===== src/rtl/stack_arbiter.sv =====
// stack_arbiter
// -------------
// Round-robin controller that shares one stack between two requesters.
// Each client issues one push or pop at a time over a req/done handshake.
// The arbiter serialises these transactions and drives the stack strobes.
// It returns pop data and flags overflow/underflow per transaction.
//
// Handshake: a client raises req_i[k] with op_i[k]/wdata_i[k] and holds
// all three stable until it sees done_o[k]. The request is sampled at an
// IDLE clock edge. The stack strobe fires in the next cycle (EXEC).
// done_o[k] pulses for one cycle after that (DONE). If req_i[k] is still
// high in the cycle after done_o[k], that is a new transaction.
//
// Ports:
//   clk_i, reset_ni        clock (rising edge), async active-low reset
//   req_i, op_i, wdata_i   per-client request, op (0 push / 1 pop), data
//   gnt_o, done_o, err_o   per-client grant, completion pulse, error flag
//   rdata_o                last successfully popped word
//   push_o, pop_o          stack strobes
//   write_data_o           data presented to the stack
//   empty_i, full_i        stack flags
//   read_data_i            stack top-of-stack word
//
// The FSM state is kept in state_q, which uses the enum type state_t.
module stack_arbiter #(
    parameter int DATA_WIDTH = 4,
    parameter int N_CLIENTS  = 2
) (
    input  logic                            clk_i,
    input  logic                            reset_ni,
    input  logic [N_CLIENTS-1:0]            req_i,
    input  logic [N_CLIENTS-1:0]            op_i,
    input  logic [N_CLIENTS*DATA_WIDTH-1:0] wdata_i,
    output logic [N_CLIENTS-1:0]            gnt_o,
    output logic [N_CLIENTS-1:0]            done_o,
    output logic                            err_o,
    output logic [DATA_WIDTH-1:0]           rdata_o,
    output logic                            push_o,
    output logic                            pop_o,
    output logic [DATA_WIDTH-1:0]           write_data_o,
    input  logic                            empty_i,
    input  logic                            full_i,
    input  logic [DATA_WIDTH-1:0]           read_data_i
);

    typedef enum logic [1:0] {
        IDLE = 2'd0,
        EXEC = 2'd1,
        DONE = 2'd2
    } state_t;

    state_t                  state_q;
    state_t                  state_d;
    logic                    id_q;      // latched client id
    logic                    op_q;      // latched op, 1 = pop
    logic [DATA_WIDTH-1:0]   wdata_q;   // latched push data
    logic                    last_q;    // client granted most recently
    logic                    err_q;     // error of the current transaction
    logic [DATA_WIDTH-1:0]   rdata_q;

    logic                    grant_id;
    logic [DATA_WIDTH-1:0]   grant_wdata;
    logic                    exec_err;

    // Under contention, grant the client that did not win last time.
    // A lone requester wins no matter what the pointer says.
    always_comb begin
        if (&req_i) begin
            grant_id = ~last_q;
        end else begin
            grant_id = req_i[1];
        end
        grant_wdata = grant_id ? wdata_i[DATA_WIDTH +: DATA_WIDTH]
                               : wdata_i[0 +: DATA_WIDTH];
    end

    assign exec_err = (state_q == EXEC) && (op_q ? empty_i : full_i);

    // Outputs are decoded only from registered state, the latched op and
    // the stack flags. An async reset of state_q therefore drops strobes
    // at once.
    always_comb begin
        state_d = state_q;
        gnt_o   = '0;
        done_o  = '0;
        err_o   = 1'b0;
        push_o  = 1'b0;
        pop_o   = 1'b0;
        case (state_q)
            IDLE: begin
                if (|req_i) begin
                    state_d = EXEC;
                end
            end
            EXEC: begin
                gnt_o[id_q] = 1'b1;
                push_o      = !op_q && !full_i;
                pop_o       = op_q && !empty_i;
                state_d     = DONE;
            end
            DONE: begin
                gnt_o[id_q]  = 1'b1;
                done_o[id_q] = 1'b1;
                err_o        = err_q;
                state_d      = IDLE;
            end
            default: begin
                state_d = IDLE;
            end
        endcase
    end

    always_ff @(posedge clk_i or negedge reset_ni) begin
        if (!reset_ni) begin
            state_q <= IDLE;
            id_q    <= 1'b0;
            op_q    <= 1'b0;
            wdata_q <= '0;
            last_q  <= 1'b1;   // client 0 wins the first contention
            err_q   <= 1'b0;
            rdata_q <= '0;
        end else begin
            state_q <= state_d;
            if (state_q == IDLE && |req_i) begin
                id_q    <= grant_id;
                op_q    <= op_i[grant_id];
                wdata_q <= grant_wdata;
                last_q  <= grant_id;
            end
            if (state_q == EXEC) begin
                err_q <= exec_err;
                if (pop_o) begin
                    rdata_q <= read_data_i;
                end
            end
            if (state_q == DONE) begin
                err_q <= 1'b0;
            end
        end
    end

    assign write_data_o = wdata_q;
    assign rdata_o      = rdata_q;

endmodule


===== config.mk =====
export PLATFORM = sky130hd
export DESIGN_NAME = stack_arbiter
export DESIGN_NICKNAME = d
export VERILOG_FILES = /design/src/rtl/stack_arbiter.sv
export SDC_FILE = /design/constraint.sdc
export NUM_CORES = 1
export LEC_CHECK = 0
export CAP_MARGIN = 10
export CORE_MARGIN = 2
export CORE_UTILIZATION = 41
export CTS_BUF_LIST = sky130_fd_sc_hd__clkbuf_4
export DETAILED_ROUTE_END_ITERATION = 8
export PLACE_DENSITY_LB_ADDON = 0.2
export SLEW_MARGIN = 20
export SYNTH_ARGS = -nofsm -noshare
export SYNTH_HDL_FRONTEND = slang
export SYNTH_SLANG_ARGS = --single-unit

===== constraint.sdc =====
create_clock -name clk_i -period 1.6 [get_ports clk_i]
set_input_delay 0.32 -clock clk_i [delete_from_list [all_inputs] [get_ports clk_i]]
set_output_delay 0.32 -clock clk_i [all_outputs]
set_load 0.005 [all_outputs]

==> flow_summary.json <==
{
  "r2r_setup_slack_ns": 0.09,
  "setup_viol": 2,
  "die_x_um": 45.6,
  "start_util_pct": 42.5,
  "final-max-slew-violation-count": 0,
  "track_usage_pct": 19.0,
  "syn-cell-area_um2": 711,
  "synthesis.nets": 86,
  "cts_buffer_depth": 2,
  "yosysWarnings": 0,
  "worstSetupPathType": "reg2out",
  "drive_gt1_share_pct": 36.5,
  "ys_types": 19,
  "finalWirelength_um": 1710,
  "viasPerCell": 4.87,
  "cts_buffers": 3,
  "min_period_ns": 1.70,
  "cp.required_ns": 1.28,
  "hold_violations": 0,
  "utilization_pct": 74.5,
  "ir_drop_mv": 0.985,
  "cts_tree": "built",
  "hold_path_class": "in2async",
  "initialDrtViolationCount": 9,
  "power_density_nw_per_um2": 1690,
  "timing.final.crit_share_pct": 106,
  "dpl_cell_area_um2": 1130,
  "tightest_slew_ns": 0.359,
  "dieHeight_um": 45.6,
  "synthArstFlopShare_pct": 100,
  "die-area_um2": 2080,
  "avgSynthCellArea_um2": 11.5,
  "ys_seq_elements": 14,
  "cp_max_fo": 3,
  "max_cap_viol_count": 0,
  "portBuffers": 34,
  "cts-root-buf": "clkbuf_4",
  "nets": 140,
  "finalInstanceArea_um2": 1240,
  "grt_max_degree": 15,
  "synth_cells": 62,
  "vias": 643,
  "r2r_start": "state_q[0]$_DFFE_PN0P_",
  "htreeDepth": 1,
  "start_kind": "flop",
  "insertion_delay_ns": 0.28,
  "clk_pin_slew_worst_paths_ns": 0.09,
  "combPwrFrac_pct": 58.5,
  "grt_pass1_wl_um": 2670,
  "wl_per_cell_um": 12.9,
  "gp_congestion": 0.717,
  "ys_seq_area_share_pct": 49.5,
  "cts_hold_buffers": 0,
  "row_count": 15,
  "worst_r2r_path_depth": 6,
  "clkPwrFrac_pct": 9.8,
  "synth_top_cell_by_area": "dfrtp_1",
  "syn2layout_area_growth_pct": 75.2,
  "ys.flop_type": "dfrtp_1",
  "yosysTopAreaCellShare_pct": 45.8,
  "synth_edf_count": 0,
  "ios": 35,
  "rsz0062_at_grt": "yes",
  "timing.rr.end": "state_q[1]$_DFFE_PN0P_",
  "grt-ovfl-total": 0,
  "ant_nets": 0,
  "hpwl_um": 1290,
  "grt_antenna_before_repair": 0,
  "switchingPower_mw": 0.692,
  "swShare_pct": 32.9,
  "core-area_um2": 1670,
  "drc_errors": 0,
  "num_antenna_cells": 0,
  "synth_common_cells": "dfrtp_1 (13), a21oi_1 (6), mux2_2 (6), mux2i_1 (6)",
  "layout_setup_ws_ns": -0.101,
  "clock_skew_ns": 0.00563,
  "first_pass_iters": 2,
  "fmax_mhz": 588,
  "power.internal_mw": 1.41,
  "clock-sinks": 14,
  "seq_power_share_pct": 31.7,
  "endpoint_kind": "primary output",
  "p_leak_nw": 0.567,
  "synth_most_common_cell": "dfrtp_1",
  "grt_pass1_vias": 636,
  "status": "finished with violations",
  "violations": "setup timing",
  "cp.arrival_ns": 1.38,
  "relSlewSlack_pct": 76.1,
  "synth_area_leaders": "dfrtp_1 (46%), mux2_2 (9.5%), mux2i_1 (8.5%)"
}
-- power by group through the flow --
stage / clock (mW) / combinational, mW / sequential (mW)
final: 0.207 / 1.23 / 0.666
after global placement: 0 / 0.985 / 0.647
after CTS: 0.213 / 1.20 / 0.667
after detailed placement: 0 / 1.02 / 0.664
after floorplan: 0 / 0.444 / 0.647
after global routing: 0.225 / 1.36 / 0.691
-- per-stage QoR --
step / setup TNS (ns) / setup WS, ns / hold WS (ns) / total power, mW / cells
CTS: -0.305 / -0.0892 / 0.353 / 2.08 / 131
finish: -0.191 / -0.101 / 0.343 / 2.10 / 132
floorplan: 0 / 0.180 / 0.0244 / 1.09 / 62
global placement: -0.524 / -0.180 / 0.487 / 1.63 / 121
global route: -0.347 / -0.141 / 0.357 / 2.28 / 132
detailed placement: -0.816 / -0.191 / 0.499 / 1.68 / 121
-- worst max-delay path, cell delays in order (launching register included) --
cell	delay, ns
dfrtp_1	0.41
inv_2	0.08
buf_6	0.12
ha_4	0.23
and2_1	0.14
buf_2	0.12
-- cell families after synthesis --
kind of cell / count (synthesis) / synth area share, %
compound gates: 11 / 10.4
mux: 12 / 18.0
flops: 14 / 49.5
buf+inv: 6 / 3.34
simple gates: 15 / 11.8
fa+ha+maj: 4 / 7.04
-- cell usage in the layout (no fill, tap or decap), drive strengths merged --
| master | synthesis | layout |
|---|---|---|
| nand3b | 2 | 2 |
| dfrtp | 13 | 13 |
| a21oi | 6 | 6 |
| nor2 | 5 | 5 |
| dfstp | 1 | 1 |
| clkinv | 0 | 1 |
| a21boi | 1 | 1 |
| o21a | 1 | 1 |
| mux2 | 6 | 6 |
| clkbuf | 0 | 5 |
| and2 | 3 | 3 |
| a31oi | 1 | 1 |
| nor3b | 2 | 2 |
| inv | 5 | 5 |
| nor2b | 2 | 2 |
| o22ai | 1 | 1 |
| nand2 | 1 | 1 |
| o21ai | 1 | 1 |
| mux2i | 6 | 6 |
| ha | 4 | 4 |
| buf | 1 | 21 |
| clkdlybuf4s50 | 0 | 27 |
-- area by class of cell --
type	count	area (um^2)
inverters	5	18.8
fillers	134	425
flip-flops and latches	14	352
clock buffers	3	22.5
clock inverters	1	3.75
well taps	17	21.3
repair buffers	50	437
multi-input cells	42	390
-- layer usage --
metal	wire, um	track usage [%]	vias to the layer above
li1	-	-	317
met1	646	19.0	299
met2	919	33.0	22
met3	100	5.56	5
met4	42	14.1	0
met5	0	0	-
-- worst max-delay path by stage --
stage | start | endpoint | cells after the start
3_5_place_dp | empty_i | pop_o | 4
6_report | state_q[0]$_DFFE_PN0P_ | gnt_o[1] | 5
5_1_grt | state_q[0]$_DFFE_PN0P_ | gnt_o[1] | 5
3_3_place_gp | empty_i | pop_o | 4
2_1_floorplan | state_q[0]$_DFFE_PN0P_ | state_q[0]$_DFFE_PN0P_ | 4
4_1_cts | state_q[1]$_DFFE_PN0P_ | done_o[1] | 4
-- sequential cells by signal, indices dropped and copies added (netlist names) --
register,flops
id_q,1
write_data_o,4
state_q,2
rdata_o,4
err_q,1
op_q,1
last_q,1
-- what timing repair did --
action | in CTS | in global routing
setup buffers | 6 | 1
setup endpoints to repair | 7 | 8
resized for setup | 32 | 7
pin swaps | 1 | 1
Note: power is estimated with default switching activity, not from simulation.
